## src/rtl/rng_pkg.sv

```systemverilog
// Shared definitions for the randomizer and its health monitor:
// monitor FSM states and the default symbol width and test cutoffs.
package rng_pkg;

   typedef enum logic [1:0] {
      S_WARM = 2'd0,
      S_OK   = 2'd1,
      S_FAIL = 2'd2
   } hm_state_t;

   localparam int SYM_W_DEF      = 2;
   localparam int RCT_CUTOFF_DEF = 8;
   localparam int APT_WINDOW_DEF = 64;
   localparam int APT_CUTOFF_DEF = 40;

endpackage

```

## src/rtl/rng_health_monitor_if.sv

```systemverilog
// Symbol stream into the health monitor and its status flags back out.
// The master side drives the stream; the slave side is the monitor.
interface rng_health_monitor_if
   import rng_pkg::*;
#(
   parameter int SYM_W      = SYM_W_DEF,
   parameter int APT_WINDOW = APT_WINDOW_DEF
);
   localparam int WIN_W = $clog2(APT_WINDOW + 1);

   logic             i_en;
   logic [SYM_W-1:0] i_r;
   logic             i_clear;
   logic             o_ready;
   logic             o_rct_fail;
   logic             o_apt_fail;
   logic             o_healthy;
   logic [WIN_W-1:0] o_win_cnt;

   modport master (
      output i_en, i_r, i_clear,
      input  o_ready, o_rct_fail, o_apt_fail, o_healthy, o_win_cnt
   );

   modport slave (
      input  i_en, i_r, i_clear,
      output o_ready, o_rct_fail, o_apt_fail, o_healthy, o_win_cnt
   );
endinterface

```

## src/rtl/rng_apt_window.sv

```systemverilog
// Adaptive-proportion window: tracks the reference symbol, window and match
// counts. Close/trip pulses describe the sample being consumed this cycle.
module rng_apt_window
   import rng_pkg::*;
#(
   parameter int SYM_W      = SYM_W_DEF,
   parameter int APT_WINDOW = APT_WINDOW_DEF,
   parameter int APT_CUTOFF = APT_CUTOFF_DEF,
   localparam int WIN_W     = $clog2(APT_WINDOW + 1)
) (
   input  logic             i_clk,
   input  logic             i_reset_n,
   input  logic             i_clear,
   input  logic             i_sample,
   input  logic [SYM_W-1:0] i_r,
   output logic [WIN_W-1:0] o_win_cnt,
   output logic             o_close,
   output logic             o_apt_trip
);
   logic [SYM_W-1:0] ref_reg, ref_next;
   logic [WIN_W-1:0] win_reg, win_next, win_inc;
   logic [WIN_W-1:0] match_reg, match_next;

   always_comb begin
      ref_next   = ref_reg;
      win_next   = win_reg;
      match_next = match_reg;
      win_inc    = win_reg;
      o_close    = 1'b0;
      o_apt_trip = 1'b0;
      if (i_sample) begin
         if (win_reg == '0) begin
            ref_next   = i_r;
            match_next = WIN_W'(1);
            win_inc    = WIN_W'(1);
         end else begin
            // Window never rests at APT_WINDOW, so this increment cannot wrap.
            win_inc = win_reg + WIN_W'(1);
            if (i_r == ref_reg && match_reg != WIN_W'(APT_WINDOW))
               match_next = match_reg + WIN_W'(1);
         end
         o_apt_trip = (match_next == WIN_W'(APT_CUTOFF));
         o_close    = (win_inc == WIN_W'(APT_WINDOW));
         win_next   = o_close ? '0 : win_inc;
      end
   end

   always_ff @(posedge i_clk or negedge i_reset_n) begin
      if (!i_reset_n) begin
         ref_reg   <= '0;
         win_reg   <= '0;
         match_reg <= '0;
      end else if (i_clear) begin
         ref_reg   <= '0;
         win_reg   <= '0;
         match_reg <= '0;
      end else begin
         ref_reg   <= ref_next;
         win_reg   <= win_next;
         match_reg <= match_next;
      end
   end

   assign o_win_cnt = win_reg;
endmodule

```

## src/rtl/rng_health_monitor.sv

```systemverilog
// Continuous health tests on the random symbol stream: repetition count in
// this module, adaptive proportion in rng_apt_window, plus the status FSM.
module rng_health_monitor
   import rng_pkg::*;
#(
   parameter int SYM_W      = SYM_W_DEF,
   parameter int RCT_CUTOFF = RCT_CUTOFF_DEF,
   parameter int APT_WINDOW = APT_WINDOW_DEF,
   parameter int APT_CUTOFF = APT_CUTOFF_DEF
) (
   input  logic                 i_clk,
   input  logic                 i_reset_n,
   rng_health_monitor_if.slave  bus
);
   localparam int RUN_W = $clog2(RCT_CUTOFF + 1);
   localparam int WIN_W = $clog2(APT_WINDOW + 1);

   hm_state_t        state_reg, state_next;
   logic [RUN_W-1:0] run_reg, run_next;
   logic [SYM_W-1:0] last_reg, last_next;
   logic             seen_reg, seen_next;
   logic             rct_reg, rct_next;
   logic             apt_reg, apt_next;
   logic             ready_reg, ready_next;
   logic             healthy_reg, healthy_next;
   logic             rct_trip;
   logic             consume;
   logic             win_close;
   logic             apt_trip;
   logic [WIN_W-1:0] win_cnt;

   assign consume = bus.i_en && !bus.i_clear && (state_reg != S_FAIL);

   rng_apt_window #(
      .SYM_W      (SYM_W),
      .APT_WINDOW (APT_WINDOW),
      .APT_CUTOFF (APT_CUTOFF)
   ) u_apt (
      .i_clk      (i_clk),
      .i_reset_n  (i_reset_n),
      .i_clear    (bus.i_clear),
      .i_sample   (consume),
      .i_r        (bus.i_r),
      .o_win_cnt  (win_cnt),
      .o_close    (win_close),
      .o_apt_trip (apt_trip)
   );

   always_comb begin
      state_next = state_reg;
      run_next   = run_reg;
      last_next  = last_reg;
      seen_next  = seen_reg;
      rct_next   = rct_reg;
      apt_next   = apt_reg;
      ready_next = ready_reg;
      rct_trip   = 1'b0;
      if (consume) begin
         // seen_reg distinguishes a genuine first sample from a repeat of the reset value 0.
         if (!seen_reg || bus.i_r != last_reg)
            run_next = RUN_W'(1);
         else if (run_reg != RUN_W'(RCT_CUTOFF))
            run_next = run_reg + RUN_W'(1);
         last_next = bus.i_r;
         seen_next = 1'b1;
         rct_trip  = (run_next == RUN_W'(RCT_CUTOFF));
         rct_next  = rct_reg | rct_trip;
         apt_next  = apt_reg | apt_trip;
         if (rct_trip || apt_trip) begin
            state_next = S_FAIL;
         end else if (state_reg == S_WARM && win_close) begin
            state_next = S_OK;
            ready_next = 1'b1;
         end
      end
      healthy_next = ready_next && !rct_next && !apt_next;
   end

   always_ff @(posedge i_clk or negedge i_reset_n) begin
      if (!i_reset_n) begin
         state_reg   <= S_WARM;
         run_reg     <= '0;
         last_reg    <= '0;
         seen_reg    <= 1'b0;
         rct_reg     <= 1'b0;
         apt_reg     <= 1'b0;
         ready_reg   <= 1'b0;
         healthy_reg <= 1'b0;
      end else if (bus.i_clear) begin
         state_reg   <= S_WARM;
         run_reg     <= '0;
         last_reg    <= '0;
         seen_reg    <= 1'b0;
         rct_reg     <= 1'b0;
         apt_reg     <= 1'b0;
         ready_reg   <= 1'b0;
         healthy_reg <= 1'b0;
      end else begin
         state_reg   <= state_next;
         run_reg     <= run_next;
         last_reg    <= last_next;
         seen_reg    <= seen_next;
         rct_reg     <= rct_next;
         apt_reg     <= apt_next;
         ready_reg   <= ready_next;
         healthy_reg <= healthy_next;
      end
   end

   assign bus.o_ready    = ready_reg;
   assign bus.o_rct_fail = rct_reg;
   assign bus.o_apt_fail = apt_reg;
   assign bus.o_healthy  = healthy_reg;
   assign bus.o_win_cnt  = win_cnt;
endmodule

```

## src/flat_wrapper.sv

```systemverilog
// flat-port wrapper written by rule: the top's interface ports become plain ports
module rng_health_monitor_flat import rng_pkg::*;
#(
   parameter int SYM_W      = SYM_W_DEF,
   parameter int RCT_CUTOFF = RCT_CUTOFF_DEF,
   parameter int APT_WINDOW = APT_WINDOW_DEF,
   parameter int APT_CUTOFF = APT_CUTOFF_DEF
)
  (i_clk, i_reset_n, bus_i_en, bus_i_r, bus_i_clear, bus_o_ready, bus_o_rct_fail, bus_o_apt_fail, bus_o_healthy, bus_o_win_cnt);
  rng_health_monitor_if #(.SYM_W(SYM_W), .APT_WINDOW(APT_WINDOW)) bus_i ();
  input  logic i_clk;
  input  logic i_reset_n;
  input wire logic [$bits(bus_i.i_en)-1:0] bus_i_en;
  input wire logic [$bits(bus_i.i_r)-1:0] bus_i_r;
  input wire logic [$bits(bus_i.i_clear)-1:0] bus_i_clear;
  output wire logic [$bits(bus_i.o_ready)-1:0] bus_o_ready;
  output wire logic [$bits(bus_i.o_rct_fail)-1:0] bus_o_rct_fail;
  output wire logic [$bits(bus_i.o_apt_fail)-1:0] bus_o_apt_fail;
  output wire logic [$bits(bus_i.o_healthy)-1:0] bus_o_healthy;
  output wire logic [$bits(bus_i.o_win_cnt)-1:0] bus_o_win_cnt;
  assign bus_i.i_en = bus_i_en;
  assign bus_i.i_r = bus_i_r;
  assign bus_i.i_clear = bus_i_clear;
  assign bus_o_ready = bus_i.o_ready;
  assign bus_o_rct_fail = bus_i.o_rct_fail;
  assign bus_o_apt_fail = bus_i.o_apt_fail;
  assign bus_o_healthy = bus_i.o_healthy;
  assign bus_o_win_cnt = bus_i.o_win_cnt;
  rng_health_monitor #(.SYM_W(SYM_W), .RCT_CUTOFF(RCT_CUTOFF), .APT_WINDOW(APT_WINDOW), .APT_CUTOFF(APT_CUTOFF)) u_core (.i_clk(i_clk), .i_reset_n(i_reset_n), .bus(bus_i));
endmodule
```

## config.mk

```make
export PLATFORM = sky130hd
export DESIGN_NAME = rng_health_monitor_flat
export DESIGN_NICKNAME = d
export VERILOG_FILES = /design/src/rtl/rng_pkg.sv /design/src/rtl/rng_health_monitor_if.sv /design/src/rtl/rng_apt_window.sv /design/src/rtl/rng_health_monitor.sv /design/src/flat_wrapper.sv
export SDC_FILE = /design/constraint.sdc
export NUM_CORES = 1
export LEC_CHECK = 0
export CAP_MARGIN = 20
export CORE_MARGIN = 2
export CORE_UTILIZATION = 45
export DETAILED_ROUTE_END_ITERATION = 12
export HOLD_SLACK_MARGIN = 0.06
export PLACE_DENSITY = 0.65
export SLEW_MARGIN = 20
export SYNTH_ARGS = -nofsm -noshare
export SYNTH_HDL_FRONTEND = slang
export SYNTH_SLANG_ARGS = --single-unit
```

## constraint.sdc

```tcl
create_clock -name i_clk -period 3 [get_ports i_clk]
set_clock_uncertainty 0.15 [all_clocks]
set_input_delay 0.6 -clock i_clk [delete_from_list [all_inputs] [get_ports i_clk]]
set_output_delay 0.6 -clock i_clk [all_outputs]
set_load 0.02 [all_outputs]
```

==> flow_summary.ini, run 1 <==
[critical_path]
reg2reg_slack_ps = 570
cp-end-kind = register
r2r_cells = 8
crit_arrival_ps = 2730
path_max_fanout = 3
path_class = input pin to register
worstReg2RegEnd = u_core.state_reg[0]$_DFFE_PN0P_
crit_required_ps = 3030
endpoint = u_core.bus.o_healthy$_DFF_PN0_
r2r-start = u_core.u_apt.match_reg[0]$_DFFE_PN0P_
cp-start-kind = input pin
critPathLaunch = bus_i_r[1]

[clock_tree]
cts-root-buf = clkbuf_8
cts.path.max_buffers = 2
clock-sinks = 29
cts_tree = done
clock_latency_ps = 280
cts_buffers = 5
htreeDepth = 2
clk_pin_slew_ps = 70
postCtsSetupBuffers = 0
cts_resized = 0
hold_buffers = 0

[route]
routed.top_layer = met4
num_vias = 1544
dr.pass1.iters = 4
totalWireLength_mm = 3.96
ant_nets = 0
wl_per_cell_um = 14.6
met3_length_um = 180
drtIter0Drc = 101
via_per_inst = 5.68
wl_met1_mm = 1.93
drc = 0
wl_met2_mm = 1.82

[sta]
rsz0062_at_grt = no
tns_ps = 0
period_needed_ps = 2700
finalHoldViolations = 0
fmax_mhz = 370
drv_slew = 0
whs_ps = 362
post-route-period-util = 0.901
worst_pin_slew_ps = 350
maxSlewHeadroom = 0.764
setup_viol = 0

[synthesis]
synth_cell_types = 47
ys_seq_area_frac = 0.424
synth_edf_count = 0
avgSynthCellArea_um2 = 8.64
netlist_instances = 198
synth.net_count = 210
yosys_most_used_dff = dfrtp_1
ys_seq_elements = 29
synth_area_mm2 = 0.00171
ys_async_sr_fraction = 1.00
yosys_warnings = 0

[die]
die_w_um = 65.7
core_mm2 = 0.00366
ios = 17
die_y_um = 65.7
dieArea_mm2 = 0.00431
rows = 22
start_util = 0.467

[power_and_ir_drop]
power.share.clock = 0.478
power_w = 0.00101
power_density_mw_per_mm2 = 479
p_sw_w = 0.000231
leakage_nw = 0.895
swShare = 0.229
p_comb_frac = 0.114
seqPwrFrac = 0.408
internal_power_w = 0.000777
vdd_drop_max_v = 0.000397

[finish]
fillCellCount = 315
layout_common_cells = dfrtp_1, nor2_1, nand2_1, clkdlybuf4s50_1, a21oi_1
final_common_cell = dfrtp_1
final_layout_size_suffix_gt1_frac = 0.112
antenna-diode-count = 0
area_growth_pct = 23.0
fin_util = 0.575
final-instance-count-excl-fill = 272
nets = 235

[global_route]
grt-ovfl-total = 0
grt_pass1_wl_mm = 7.06
grt_max_degree = 30
track_usage = 0.212
antenna_found_initial = 0
grt_pass1_vias = 1526

[placement]
globalplace.congestion = 0.918
io_buffers = 16
dp.cells = 264
hpwl_mm = 2.83

[hold_path]
hp-class = register to register
worstHoldStart = u_core.seen_reg$_DFFE_PN0P_

[run]
max_cap_viol_count = 0

[status]
outcome = complete, no violations
-- worst min-delay path by stage --
stage	slack, ps	cells past startpoint	end
final	360	2	u_core.seen_reg$_DFFE_PN0P_
after global placement	330	2	u_core.seen_reg$_DFFE_PN0P_
after CTS	360	2	u_core.bus.o_ready$_DFF_PN0_
after floorplan	150	0	u_core.bus.o_apt_fail$_DFF_PN0_
after detailed placement	340	2	u_core.bus.o_ready$_DFF_PN0_
after global routing	410	2	u_core.bus.o_ready$_DFF_PN0_
-- logic make-up after synthesis --
family                   count (synthesis)  synth area share
AO/OA/AOI/OAI                           45             0.177
XOR/XNOR                                 8            0.0410
adder cells (fa/ha/maj)                  6            0.0439
buffers and inverters                   17            0.0380
flip-flops                              29             0.424
multiplexers                             3            0.0183
AND/OR/NAND/NOR                         90             0.258
-- Yosys cell counts (all sizes together), types with 3 or more instances --
master  instances  area share
nor2           25       0.055
o21ai           7       0.020
dfrtp          29        0.42
clkbuf          6       0.013
or3             4       0.015
a211oi          6       0.032
inv            10       0.022
ha              6       0.044
nand3          13       0.038
xor2            5       0.026
xnor2           3       0.015
nand2          23       0.050
a21oi          15       0.044
nor3            6       0.018
or4             3       0.013
-- per-layer routing --
metal  vias up  GRT usage
met5         -          0
met4         0     0.0391
met3         3     0.0582
met2        29      0.343
met1       756      0.286
li1        756          -
-- metrics by stage --
step                      instance area [um2]  setup slack, ps
after floorplan                          1710              581
after global placement                   1970             67.2
after detailed placement                 1970            -2.28
after CTS                                2100              294
after global routing                     2100              108
final                                    2100              296
-- power groups by stage --
stage	clock, W	sequential, W	combinational (W)
floorplan	0	0.000419	0.0000662
global placement	0	0.000418	0.000112
detailed placement	0	0.000418	0.000115
CTS	0.000492	0.000411	0.000116
global route	0.000509	0.000413	0.000129
finish	0.000482	0.000411	0.000115
-- final cells by class --
class / instances / area [um2] / share of cell area
timing repair buffer: 25 / 228 / 0.108
sequential: 29 / 726 / 0.345
clock inverter: 3 / 65.1 / 0.0309
inverter: 10 / 37.5 / 0.0178
tap: 48 / 60.1 / 0.0285
clock buffer: 5 / 68.8 / 0.0327
multi-input combinational: 152 / 920 / 0.437
-- critical path: stages --
cell             delay, ps
clkdlybuf4s50_1        440
xor2_1                 200
or4_1                  530
a211oi_2               270
o2111ai_1              190
or2_1                  300
and4_1                 210
Note: power is estimated with default switching activity, not from simulation.
==> inputs of run 2 (changes only) <==
Settings changed: GPL_TIMING_DRIVEN set to 0.
==> flow_summary.ini, run 2 (synthesized netlist as in run 1, its figures left out) <==
[status]
outcome = complete, no violations

[route]
dr.pass1.iters = 4
drc = 0
routed.top_layer = met4
totalWireLength_mm = 3.93
wl_met2_mm = 1.83
wl_per_cell_um = 14.7
ant_nets = 0
met3_length_um = 212
num_vias = 1514
via_per_inst = 5.65
wl_met1_mm = 1.81
drtIter0Drc = 99

[sta]
drv_slew = 0
period_needed_ps = 2870
tns_ps = 0
whs_ps = 197
finalHoldViolations = 0
maxSlewHeadroom = 0.524
worst_pin_slew_ps = 707
setup_viol = 0
post-route-period-util = 0.957
rsz0062_at_grt = no
setup_slack_ps = 130
fmax_mhz = 348

[finish]
nets = 232
fin_util = 0.549
antenna-diode-count = 0
finalInstanceArea_mm2 = 0.00201
final_layout_size_suffix_gt1_frac = 0.0773
layout_common_cells = dfrtp_1, nor2_1, nand2_1, a21oi_1, clkdlybuf4s50_1
fillCellCount = 345
area_growth_pct = 17.4
final_common_cell = dfrtp_1

[die]
dieArea_mm2 = 0.00431
rows = 22
start_util = 0.467
ios = 17
die_w_um = 65.7
die_y_um = 65.7
core_mm2 = 0.00366

[critical_path]
slowest_delay_ps = 550
crit_chain = clkdlybuf4s50_1 -> xor2_1 -> or4_1 -> a211oi_2 -> o2111ai_2 -> or2_1 -> and4_1
path_class = input pin to register
cp-end-kind = register
crit_slowest_cell = or4_1
path_max_fanout = 6
cp-start-kind = input pin
crit_arrival_ps = 2900
crit_required_ps = 3030

[placement]
dpl_cell_area_mm2 = 0.00192
globalplace.congestion = 0.903
dp_slack_ps = -199
hpwl_mm = 2.84
io_buffers = 15

[power_and_ir_drop]
power_density_mw_per_mm2 = 418
leakage_nw = 0.834
vdd_drop_max_v = 0.000251

[global_route]
track_usage = 0.214
antenna_found_initial = 0
grt_pass1_wl_mm = 6.98
grt_pass1_vias = 1516
grt-ovfl-total = 0
grt_max_degree = 30

[clock_tree]
cts_buffers = 5
postCtsSetupBuffers = 0
htreeDepth = 2
cts.path.max_buffers = 2
cts_tree = done
cts_resized = 0
clk_pin_slew_ps = 60
clock-sinks = 29
cts-root-buf = clkbuf_8
clock_latency_ps = 290
hold_buffers = 0

[hold_path]
hp-class = input pin to async pin

[run]
max_cap_viol_count = 0
==> run 2: critical path: cells and delay by family <==
family / cells / cell delay, ps
AND/OR/NAND/NOR: 3 / 1050
buffers and inverters: 1 / 500
AO/OA/AOI/OAI: 2 / 490
XOR/XNOR: 1 / 250
==> run 2: layout make-up <==
class,instances,area [um2],area share
Buffer,7,27.5,0.0137
Inverter,10,37.5,0.0187
Timing Repair Buffer,15,145,0.0723
Sequential cell,29,726,0.361
Tap cell,48,60.1,0.0299
Multi-Input combinational cell,152,926,0.461
Clock buffer,7,86.3,0.0430
==> run 2: metal layers <==
layer  up-vias  global-route usage
met2        42               0.317
met4         0               0.107
met5         -                   0
met1       719               0.286
li1        746                   -
met3         7              0.0599
==> run 2: per-stage QoR <==
stage	std cells	total power, W
2_1_floorplan	198	0.000485
3_3_place_gp	261	0.000522
3_5_place_dp	261	0.000524
4_1_cts	268	0.000851
5_1_grt	268	0.000881
6_report	268	0.000840
==> run 2: report_power, final <==
group / switching [W] / internal (W) / leakage (nW)
sequential: 0.0000103 / 0.000401 / 0.397
clock: 0.000142 / 0.000181 / 0.0443
combinational: 0.0000672 / 0.0000393 / 0.392
==> run 2: worst paths after layout <==
check,from,end,slack [ps],cells after the start
setup / recovery,bus_i_r[1],u_core.bus.o_healthy$_DFF_PN0_,130,7
hold / removal,i_reset_n,u_core.u_apt.o_win_cnt[5]$_DFFE_PN0P_,200,1
setup reg to reg,u_core.run_reg[0]$_DFFE_PN0P_,u_core.state_reg[0]$_DFFE_PN0P_,520,8
hold reg to reg,u_core.seen_reg$_DFFE_PN0P_,u_core.seen_reg$_DFFE_PN0P_,360,2
max in group asynchronous,i_reset_n,u_core.bus.o_rct_fail$_DFF_PN0_,2080,1
min in group i_clk,u_core.seen_reg$_DFFE_PN0P_,u_core.seen_reg$_DFFE_PN0P_,360,2
==> inputs of run 3 (changes only) <==
Settings changed: HOLD_SLACK_MARGIN 0.06 to unset.
Clock period 3 ns to 2.9 ns, I/O delays scaled along.
==> flow_summary.ini, run 3 (synthesized netlist as in run 1, its figures left out) <==
[status]
outcome = complete, no violations

[finish]
antenna-diode-count = 0
final-instance-count-excl-fill = 269
fillCellCount = 343
final_layout_size_suffix_gt1_frac = 0.0860
nets = 233
multi_input_area_um2 = 933
layout_common_cells = dfrtp_1, nor2_1, nand2_1, a21oi_1
area_growth_pct = 18.4
final_common_cell = dfrtp_1
seq_area_um2 = 726

[placement]
io_buffers = 15
hpwl_mm = 2.84
globalplace.congestion = 0.903
dp.cells = 261

[power_and_ir_drop]
power_w = 0.000868
swShare = 0.259
p_comb_frac = 0.128
power.share.clock = 0.382
power_density_mw_per_mm2 = 429
seqPwrFrac = 0.490
vdd_drop_max_v = 0.000254
leakage_nw = 0.849
p_sw_w = 0.000225
internal_power_w = 0.000643

[route]
via_per_inst = 5.61
drtIter0Drc = 76
num_vias = 1508
drc = 0
totalWireLength_mm = 3.92
wl_per_cell_um = 14.6
ant_nets = 0
dr.pass1.iters = 4

[sta]
drv_slew = 0
finalHoldViolations = 0
period_needed_ps = 2790
rsz0062_at_grt = no
maxSlewHeadroom = 0.523
fmax_mhz = 359
post-route-period-util = 0.961
worst_pin_slew_ps = 709
tns_ps = 0
setup_viol = 0

[clock_tree]
clk_pin_slew_ps = 60
htreeDepth = 2
cts-root-buf = clkbuf_8
hold_buffers = 0
clock-sinks = 29
cts.path.max_buffers = 2
cts_tree = done
clock_latency_ps = 290
cts_buffers = 5

[global_route]
grt_pass1_wl_mm = 6.98
grt-ovfl-total = 0
antenna_found_initial = 0
track_usage = 0.214
grt_pass1_vias = 1516
grt_max_degree = 30

[die]
die_y_um = 65.7
start_util = 0.467
die_w_um = 65.7
core_mm2 = 0.00366
dieArea_mm2 = 0.00431
ios = 17
rows = 22

[critical_path]
r2r-start = u_core.run_reg[0]$_DFFE_PN0P_
crit_required_ps = 2920
cp-end-kind = register
critPathLaunch = bus_i_r[0]
path_max_fanout = 6
worstReg2RegEnd = u_core.state_reg[0]$_DFFE_PN0P_
path_class = input pin to register
r2r_cells = 8
crit_arrival_ps = 2810
reg2reg_slack_ps = 420
cp-start-kind = input pin

[run]
max_cap_viol_count = 0

[hold_path]
hp-class = input pin to async pin
run 3: cell types whose count changed in the layout (fill, tap and decap cells not counted):
cell	delta
xor2_1	-1
buf_4	+1
clkdlybuf4s50_1	-1
xor2_2	+1
dlymetal6s2s_1	+1
run 3: area by class of cell:
type	instances	area share
clock buffer	7	0.0426
buffer	7	0.0136
inverter	10	0.0185
sequential	29	0.358
multi-input combinational	152	0.461
timing repair buffer	16	0.0766
tap	48	0.0296
run 3: how the worst max path moves through the flow:
stage	to	slack [ps]
detailed placement	u_core.bus.o_healthy$_DFF_PN0_	-280
global placement	u_core.bus.o_healthy$_DFF_PN0_	-270
CTS	u_core.bus.o_healthy$_DFF_PN0_	10
floorplan	u_core.bus.o_healthy$_DFF_PN0_	500
global route	u_core.bus.o_healthy$_DFF_PN0_	30
finish	u_core.bus.o_healthy$_DFF_PN0_	110
run 3: per-layer routing:
layer  GRT usage  wire length [um]
met5           0                 0
met4       0.107                79
met3      0.0599               207
met2       0.317              1850
met1       0.286              1780
run 3: through the flow:
step | util | cell area, um2 | worst slack [ps] | hold slack (ps)
global route | 0.553 | 2030 | 34.4 | 212
CTS | 0.547 | 2000 | 13.0 | 196
global placement | 0.525 | 1920 | -272 | 338
detailed placement | 0.523 | 1920 | -279 | 345
finish | 0.553 | 2030 | 112 | 175
floorplan | - | 1710 | 501 | 134
run 3: power groups by stage:
stage	logic (W)	registers (W)	clock network (W)
3_5_place_dp	0.000110	0.000432	0
3_3_place_gp	0.000108	0.000432	0
4_1_cts	0.000111	0.000425	0.000344
6_report	0.000111	0.000425	0.000332
5_1_grt	0.000126	0.000427	0.000359
2_1_floorplan	0.0000685	0.000433	0
run 3: critical path, stage by stage:
cell             delay (ps)
clkdlybuf4s50_1         500
xor2_1                  250
or4_1                   510
a211oi_2                270
o2111ai_2               190
or2_1                   290
and4_1                  210
run 3: repair_timing:
| item | in CTS | in global routing |
|---|---|---|
| buffers inserted | 0 | 1 |
| endpoints found under the setup margin | 0 | 3 |
| resized for setup | 0 | 3 |
